File: src/rtl/vga_coord_gen_if.sv
// vga_coord_gen_if: coordinate/object/video signal bundle between the VGA timing generator and its object renderer.
interface vga_coord_gen_if;
    logic [10:0] oCoord_X;
    logic [10:0] oCoord_Y;
    logic        drawing_request;
    logic [7:0]  mVGA_RGB;
    logic [7:0]  VGA_RGB;
    logic        VGA_HS;
    logic        VGA_VS;
    logic        VGA_BLANK_N;
    logic        frame_start;
    modport master (
        output oCoord_X, oCoord_Y, VGA_RGB, VGA_HS, VGA_VS, VGA_BLANK_N, frame_start,
        input  drawing_request, mVGA_RGB
    );
    modport slave (
        input  oCoord_X, oCoord_Y, VGA_RGB, VGA_HS, VGA_VS, VGA_BLANK_N, frame_start,
        output drawing_request, mVGA_RGB
    );
endinterface

File: src/rtl/vga_coord_gen.sv
// vga_coord_gen: VGA raster counters plus sync/blank decode, delayed to line up with an object renderer of fixed latency.
module vga_coord_gen #(
    parameter int unsigned H_ACTIVE    = 640,
    parameter int unsigned H_FP        = 16,
    parameter int unsigned H_SYNC      = 96,
    parameter int unsigned H_BP        = 48,
    parameter int unsigned V_ACTIVE    = 480,
    parameter int unsigned V_FP        = 10,
    parameter int unsigned V_SYNC      = 2,
    parameter int unsigned V_BP        = 33,
    parameter int unsigned OBJ_LATENCY = 1,
    parameter logic [7:0]  BG_COLOR    = 8'h00
) (
    input logic CLK,
    input logic RESET,
    vga_coord_gen_if.master vga
);
    localparam int unsigned H_TOTAL = H_ACTIVE + H_FP + H_SYNC + H_BP;
    localparam int unsigned V_TOTAL = V_ACTIVE + V_FP + V_SYNC + V_BP;
    localparam int unsigned PW      = 3 * OBJ_LATENCY;
    logic [10:0]   h_q, h_d, v_q, v_d;
    logic          h_wrap;
    logic [2:0]    dec;
    logic [PW-1:0] pipe_q;
    logic [PW+2:0] shift;
    logic [2:0]    tap;
    logic [7:0]    rgb_q, rgb_d;
    logic          hs_n_q, vs_n_q, blank_n_q;
    // dec/tap are {visible, hsync_active, vsync_active}; pipe holds OBJ_LATENCY copies
    always_comb begin
        h_wrap = h_q == 11'(H_TOTAL - 1);
        h_d    = h_wrap ? '0 : h_q + 11'd1;
        v_d    = !h_wrap ? v_q : (v_q == 11'(V_TOTAL - 1)) ? '0 : v_q + 11'd1;
        dec    = {h_q < 11'(H_ACTIVE) && v_q < 11'(V_ACTIVE),
                  h_q >= 11'(H_ACTIVE + H_FP) && h_q < 11'(H_ACTIVE + H_FP + H_SYNC),
                  v_q >= 11'(V_ACTIVE + V_FP) && v_q < 11'(V_ACTIVE + V_FP + V_SYNC)};
        shift  = {pipe_q, dec};
        tap    = pipe_q[PW-1 -: 3];
        rgb_d  = !tap[2] ? 8'h00 : vga.drawing_request ? vga.mVGA_RGB : BG_COLOR;
    end
    always_ff @(posedge CLK or posedge RESET) begin
        if (RESET) begin
            h_q       <= '0;
            v_q       <= '0;
            pipe_q    <= '0;
            rgb_q     <= 8'h00;
            hs_n_q    <= 1'b1;
            vs_n_q    <= 1'b1;
            blank_n_q <= 1'b0;
        end else begin
            h_q       <= h_d;
            v_q       <= v_d;
            pipe_q    <= shift[PW-1:0];
            rgb_q     <= rgb_d;
            hs_n_q    <= ~tap[1];
            vs_n_q    <= ~tap[0];
            blank_n_q <= tap[2];
        end
    end
    assign vga.oCoord_X    = h_q;
    assign vga.oCoord_Y    = v_q;
    assign vga.VGA_RGB     = rgb_q;
    assign vga.VGA_HS      = hs_n_q;
    assign vga.VGA_VS      = vs_n_q;
    assign vga.VGA_BLANK_N = blank_n_q;
    assign vga.frame_start = h_q == '0 && v_q == '0 && !RESET;
endmodule
File: src/flat_wrapper.sv
// flat-port wrapper written by rule: the top's interface ports become plain ports
module vga_coord_gen_flat 
#(
    parameter int unsigned H_ACTIVE    = 640,
    parameter int unsigned H_FP        = 16,
    parameter int unsigned H_SYNC      = 96,
    parameter int unsigned H_BP        = 48,
    parameter int unsigned V_ACTIVE    = 480,
    parameter int unsigned V_FP        = 10,
    parameter int unsigned V_SYNC      = 2,
    parameter int unsigned V_BP        = 33,
    parameter int unsigned OBJ_LATENCY = 1,
    parameter logic [7:0]  BG_COLOR    = 8'h00
)
  (CLK, RESET, vga_oCoord_X, vga_oCoord_Y, vga_VGA_RGB, vga_VGA_HS, vga_VGA_VS, vga_VGA_BLANK_N, vga_frame_start, vga_drawing_request, vga_mVGA_RGB);
  vga_coord_gen_if vga_i ();
  input logic CLK;
  input logic RESET;
  output wire logic [$bits(vga_i.oCoord_X)-1:0] vga_oCoord_X;
  output wire logic [$bits(vga_i.oCoord_Y)-1:0] vga_oCoord_Y;
  output wire logic [$bits(vga_i.VGA_RGB)-1:0] vga_VGA_RGB;
  output wire logic [$bits(vga_i.VGA_HS)-1:0] vga_VGA_HS;
  output wire logic [$bits(vga_i.VGA_VS)-1:0] vga_VGA_VS;
  output wire logic [$bits(vga_i.VGA_BLANK_N)-1:0] vga_VGA_BLANK_N;
  output wire logic [$bits(vga_i.frame_start)-1:0] vga_frame_start;
  input wire logic [$bits(vga_i.drawing_request)-1:0] vga_drawing_request;
  input wire logic [$bits(vga_i.mVGA_RGB)-1:0] vga_mVGA_RGB;
  assign vga_oCoord_X = vga_i.oCoord_X;
  assign vga_oCoord_Y = vga_i.oCoord_Y;
  assign vga_VGA_RGB = vga_i.VGA_RGB;
  assign vga_VGA_HS = vga_i.VGA_HS;
  assign vga_VGA_VS = vga_i.VGA_VS;
  assign vga_VGA_BLANK_N = vga_i.VGA_BLANK_N;
  assign vga_frame_start = vga_i.frame_start;
  assign vga_i.drawing_request = vga_drawing_request;
  assign vga_i.mVGA_RGB = vga_mVGA_RGB;
  vga_coord_gen #(.H_ACTIVE(H_ACTIVE), .H_FP(H_FP), .H_SYNC(H_SYNC), .H_BP(H_BP), .V_ACTIVE(V_ACTIVE), .V_FP(V_FP), .V_SYNC(V_SYNC), .V_BP(V_BP), .OBJ_LATENCY(OBJ_LATENCY), .BG_COLOR(BG_COLOR)) u_core (.CLK(CLK), .RESET(RESET), .vga(vga_i));
endmodule
File: config.mk
export PLATFORM = sky130hd
export DESIGN_NAME = vga_coord_gen_flat
export DESIGN_NICKNAME = d
export VERILOG_FILES = /design/src/rtl/vga_coord_gen_if.sv /design/src/rtl/vga_coord_gen.sv /design/src/flat_wrapper.sv
export SDC_FILE = /design/constraint.sdc
export NUM_CORES = 1
export LEC_CHECK = 0
export CELL_PAD_IN_SITES_DETAIL_PLACEMENT = 1
export CELL_PAD_IN_SITES_GLOBAL_PLACEMENT = 1
export CORE_MARGIN = 1
export CORE_UTILIZATION = 33
export CTS_CLUSTER_DIAMETER = 200
export CTS_CLUSTER_SIZE = 40
export DETAILED_ROUTE_END_ITERATION = 6
export PLACE_DENSITY = 0.76
export SLEW_MARGIN = 20
export SYNTH_ARGS = -nofsm -noshare
export SYNTH_HDL_FRONTEND = slang
export SYNTH_SLANG_ARGS = --single-unit
File: constraint.sdc
create_clock -name CLK -period 1.5 [get_ports CLK]
set_input_delay 0.375 -clock CLK [delete_from_list [all_inputs] [get_ports CLK]]
set_output_delay 0.375 -clock CLK [all_outputs]
set_load 0.1 [all_outputs]
==> results.json <==
{
  "holdPathStages": 1,
  "crit_type": "reg2out",
  "syn_area_um2": 1640,
  "drtIter0Drc": 94,
  "die_area_um2": 5260,
  "die_h_um": 72.6,
  "drive_above_1_share_pct": 62.1,
  "ys_types": 33,
  "reg2reg_to": "u_core.vga.oCoord_Y[4]",
  "area_growth_pct": 102,
  "port_buffers": 44,
  "drv_cap": 0,
  "synth_compound_area_share_pct": 5.10,
  "synth_ff_type": "dfrtp_1",
  "gp_congestion": 0.829,
  "via_per_inst": 5.24,
  "final_hold_viol_count": 0,
  "cts_num_sinks": 36,
  "worst_hold_slack_ps": 364,
  "synth_edf_count": 0,
  "yosysSeqAreaShare_pct": 55.0,
  "stdcell_area_um2": 3320,
  "h-tree-depth": 2,
  "drcViolationCount": 0,
  "num-fill-cells": 457,
  "failed_checks": "setup timing",
  "root_buffer": "clkbuf_8",
  "layout_setup_ws_ps": -591,
  "synth_xor_area_share_pct": 6.93,
  "cts.path.max_buffers": 2,
  "p_leak_nw": 1.51,
  "vias": 1678,
  "min_period_over_period_pct": 139,
  "synth_area_leaders": "dfrtp_1 (52%), and3_1 (4.6%), xor2_1 (4.3%)",
  "fmax_ghz": 0.478,
  "max_slew.worst_pin.slew_ps": 316,
  "synth_top_area_share_pct": 51.8,
  "r2r_cells": 7,
  "fin_crit_ps": 2090,
  "grt_pass1_wl_mm": 10.4,
  "rrSetupSlack_ps": -250,
  "yosysWarnings": 0,
  "grt_antenna_before_repair": 0,
  "wl_per_cell_um": 21.9,
  "multiInputGateArea_um2": 881,
  "reg2reg_from": "u_core.vga.oCoord_X[1]",
  "register_area_um2": 956,
  "utilization_pct": 69.8,
  "synth.largest_area_cell": "dfrtp_1",
  "clk_pin_slew_ps": 70,
  "syn_inst": 149,
  "grt_setup_unrepaired": "yes",
  "drv_slew": 0,
  "muxShareOfSynthArea_pct": 0,
  "cts_tree": "done",
  "ant_nets": 0,
  "setup_viol": 23,
  "fin_cells": 320,
  "synthArstFlopShare_pct": 100,
  "hold_path_class": "reg2reg",
  "dr.pass1.iters": 4,
  "end_kind": "output port",
  "grtUsageTotal_pct": 27.6,
  "fp.dieW_um": 72.6,
  "hpwl_mm": 3.81,
  "cp-startpoint": "u_core.vga.oCoord_X[1]",
  "dp.cells": 297,
  "cp.arrival_ps": 1720,
  "skew_ps": 16.0,
  "antenna_cells": 0,
  "pin_count": 45,
  "insertion_delay_ps": 300,
  "synthSimpleGateAreaFrac_pct": 25.9,
  "crit_required_ps": 1120,
  "synth_top_family_by_area": "simple AND/OR/NAND/NOR gates",
  "postPlaceCellArea_um2": 2920,
  "rows": 25,
  "grt_max_degree": 37,
  "core_um2": 4750,
  "numCtsBuffers": 5,
  "mappedNetlistNets": 164,
  "min_from": "u_core.pipe_q[1]",
  "ir_worst_vdd_mv": 0.371,
  "syn_avg_cell_area_um2": 11.0,
  "synthAdderAreaFrac_pct": 3.05,
  "power_density_nw_per_um2": 594,
  "cp_max_fo": 3,
  "start_kind": "flop",
  "start_util_pct": 34.6,
  "grt-ovfl-total": 0,
  "grt_pass1_vias": 1864,
  "hold-path-endpoint": "u_core.vga.VGA_HS",
  "status": "complete, but fails checks",
  "synth-seq-cells": 36,
  "slew_headroom_pct": 78.8,
  "nNetsFinal": 267,
  "totalWireLength_mm": 6.99
}
## synth_stat cells, drive strengths merged, types with 3 or more instances
cell / instances
xor2: 8
nand4: 9
ha: 4
o21ai: 8
nor2: 8
dfrtp: 34
inv: 9
nand3: 8
a21oi: 3
and4: 3
xnor2: 5
nor4: 4
and3: 12
nor3: 7
nand2: 10
## kinds of logic after synthesis
group / Yosys count
and+or+nand+nor: 69
AOI/OAI and AO/OA: 15
buffers and inverters: 12
xor gates and xnor gates: 13
DFF: 36
adders and majority gates: 4
## flip-flops by register name, summed over array words and instances, names as in the netlist
name and cells:
u_core.vga.VGA_BLANK_N 1, u_core.vga.VGA_VS 1, u_core.vga.VGA_RGB 8, u_core.pipe_q 3, u_core.vga.VGA_HS 1, u_core.vga.oCoord_Y 11
u_core.vga.oCoord_X 11
## where the power goes
part / internal, W / switching (W)
Clock: 0.000420 / 0.000367
Sequential: 0.000981 / 0.00000934
Combinational: 0.0000764 / 0.000119
## per-stage QoR
step	setup TNS, ps	total power [W]	worst slack [ps]
after global routing	-4820	0.00202	-646
final	-3730	0.00197	-591
after floorplan	-3700	0.00111	-1030
after CTS	-1120	0.00198	-658
after global placement	-1350	0.00120	-478
after detailed placement	-1760	0.00121	-500
## worst max-delay path, stage by stage (launching register included)
cell     delay, ps
dfrtp_4        490
inv_2           60
ha_2           180
nand4_1        170
nor4_4         310
buf_12         210
## layout by cell type (no fill, tap or decap), drive strengths merged, types with 2 or more instances in the layout
cell type      Yosys  layout
clkdlybuf4s50      0      10
nor4               4       4
dfstp              2       2
a31oi              2       2
or3                2       2
nor2               8       8
and4               3       3
dfrtp             34      34
nand3              8       8
nand2             10      10
o21ai              8       8
and2               2       2
nor3               7       7
xnor2              5       5
xor2               8       8
clkbuf             1       8
a21oi              3       3
inv                9       9
nand4              9      10
ha                 4       4
buf                2      88
and3              12      12
## worst max path at each step
| stage | endpoint | slack, ps | cells past startpoint |
|---|---|---|---|
| after detailed placement | vga_frame_start | -500 | 5 |
| after global placement | vga_frame_start | -480 | 5 |
| final | vga_frame_start | -590 | 5 |
| after CTS | vga_frame_start | -660 | 6 |
| after floorplan | vga_frame_start | -1030 | 2 |
| after global routing | vga_frame_start | -650 | 5 |
## layer usage
metal | up-vias | wire length, um | global-route usage [%]
met5 | - | 0 | 0
met1 | 873 | 2840 | 33.1
li1 | 737 | - | -
met4 | 0 | 121 | 12.2
met3 | 9 | 264 | 4.03
met2 | 59 | 3770 | 49.1
## final cells by class
class	count	share of cell area [%]
tap	67	2.53
inverter	9	1.17
sequential	36	28.8
clock buffer	8	3.02
multi-input combinational	102	26.5
timing repair buffer	98	37.9
## repair_timing
action,CTS,global route
hold buffers,0,0
setup endpoints to repair,21,25
hold endpoints to repair,0,0
resized for setup,26,19
pin swaps,3,7
gates cloned,1,0
buffers inserted,7,8
(Power assumes the default switching activity.)
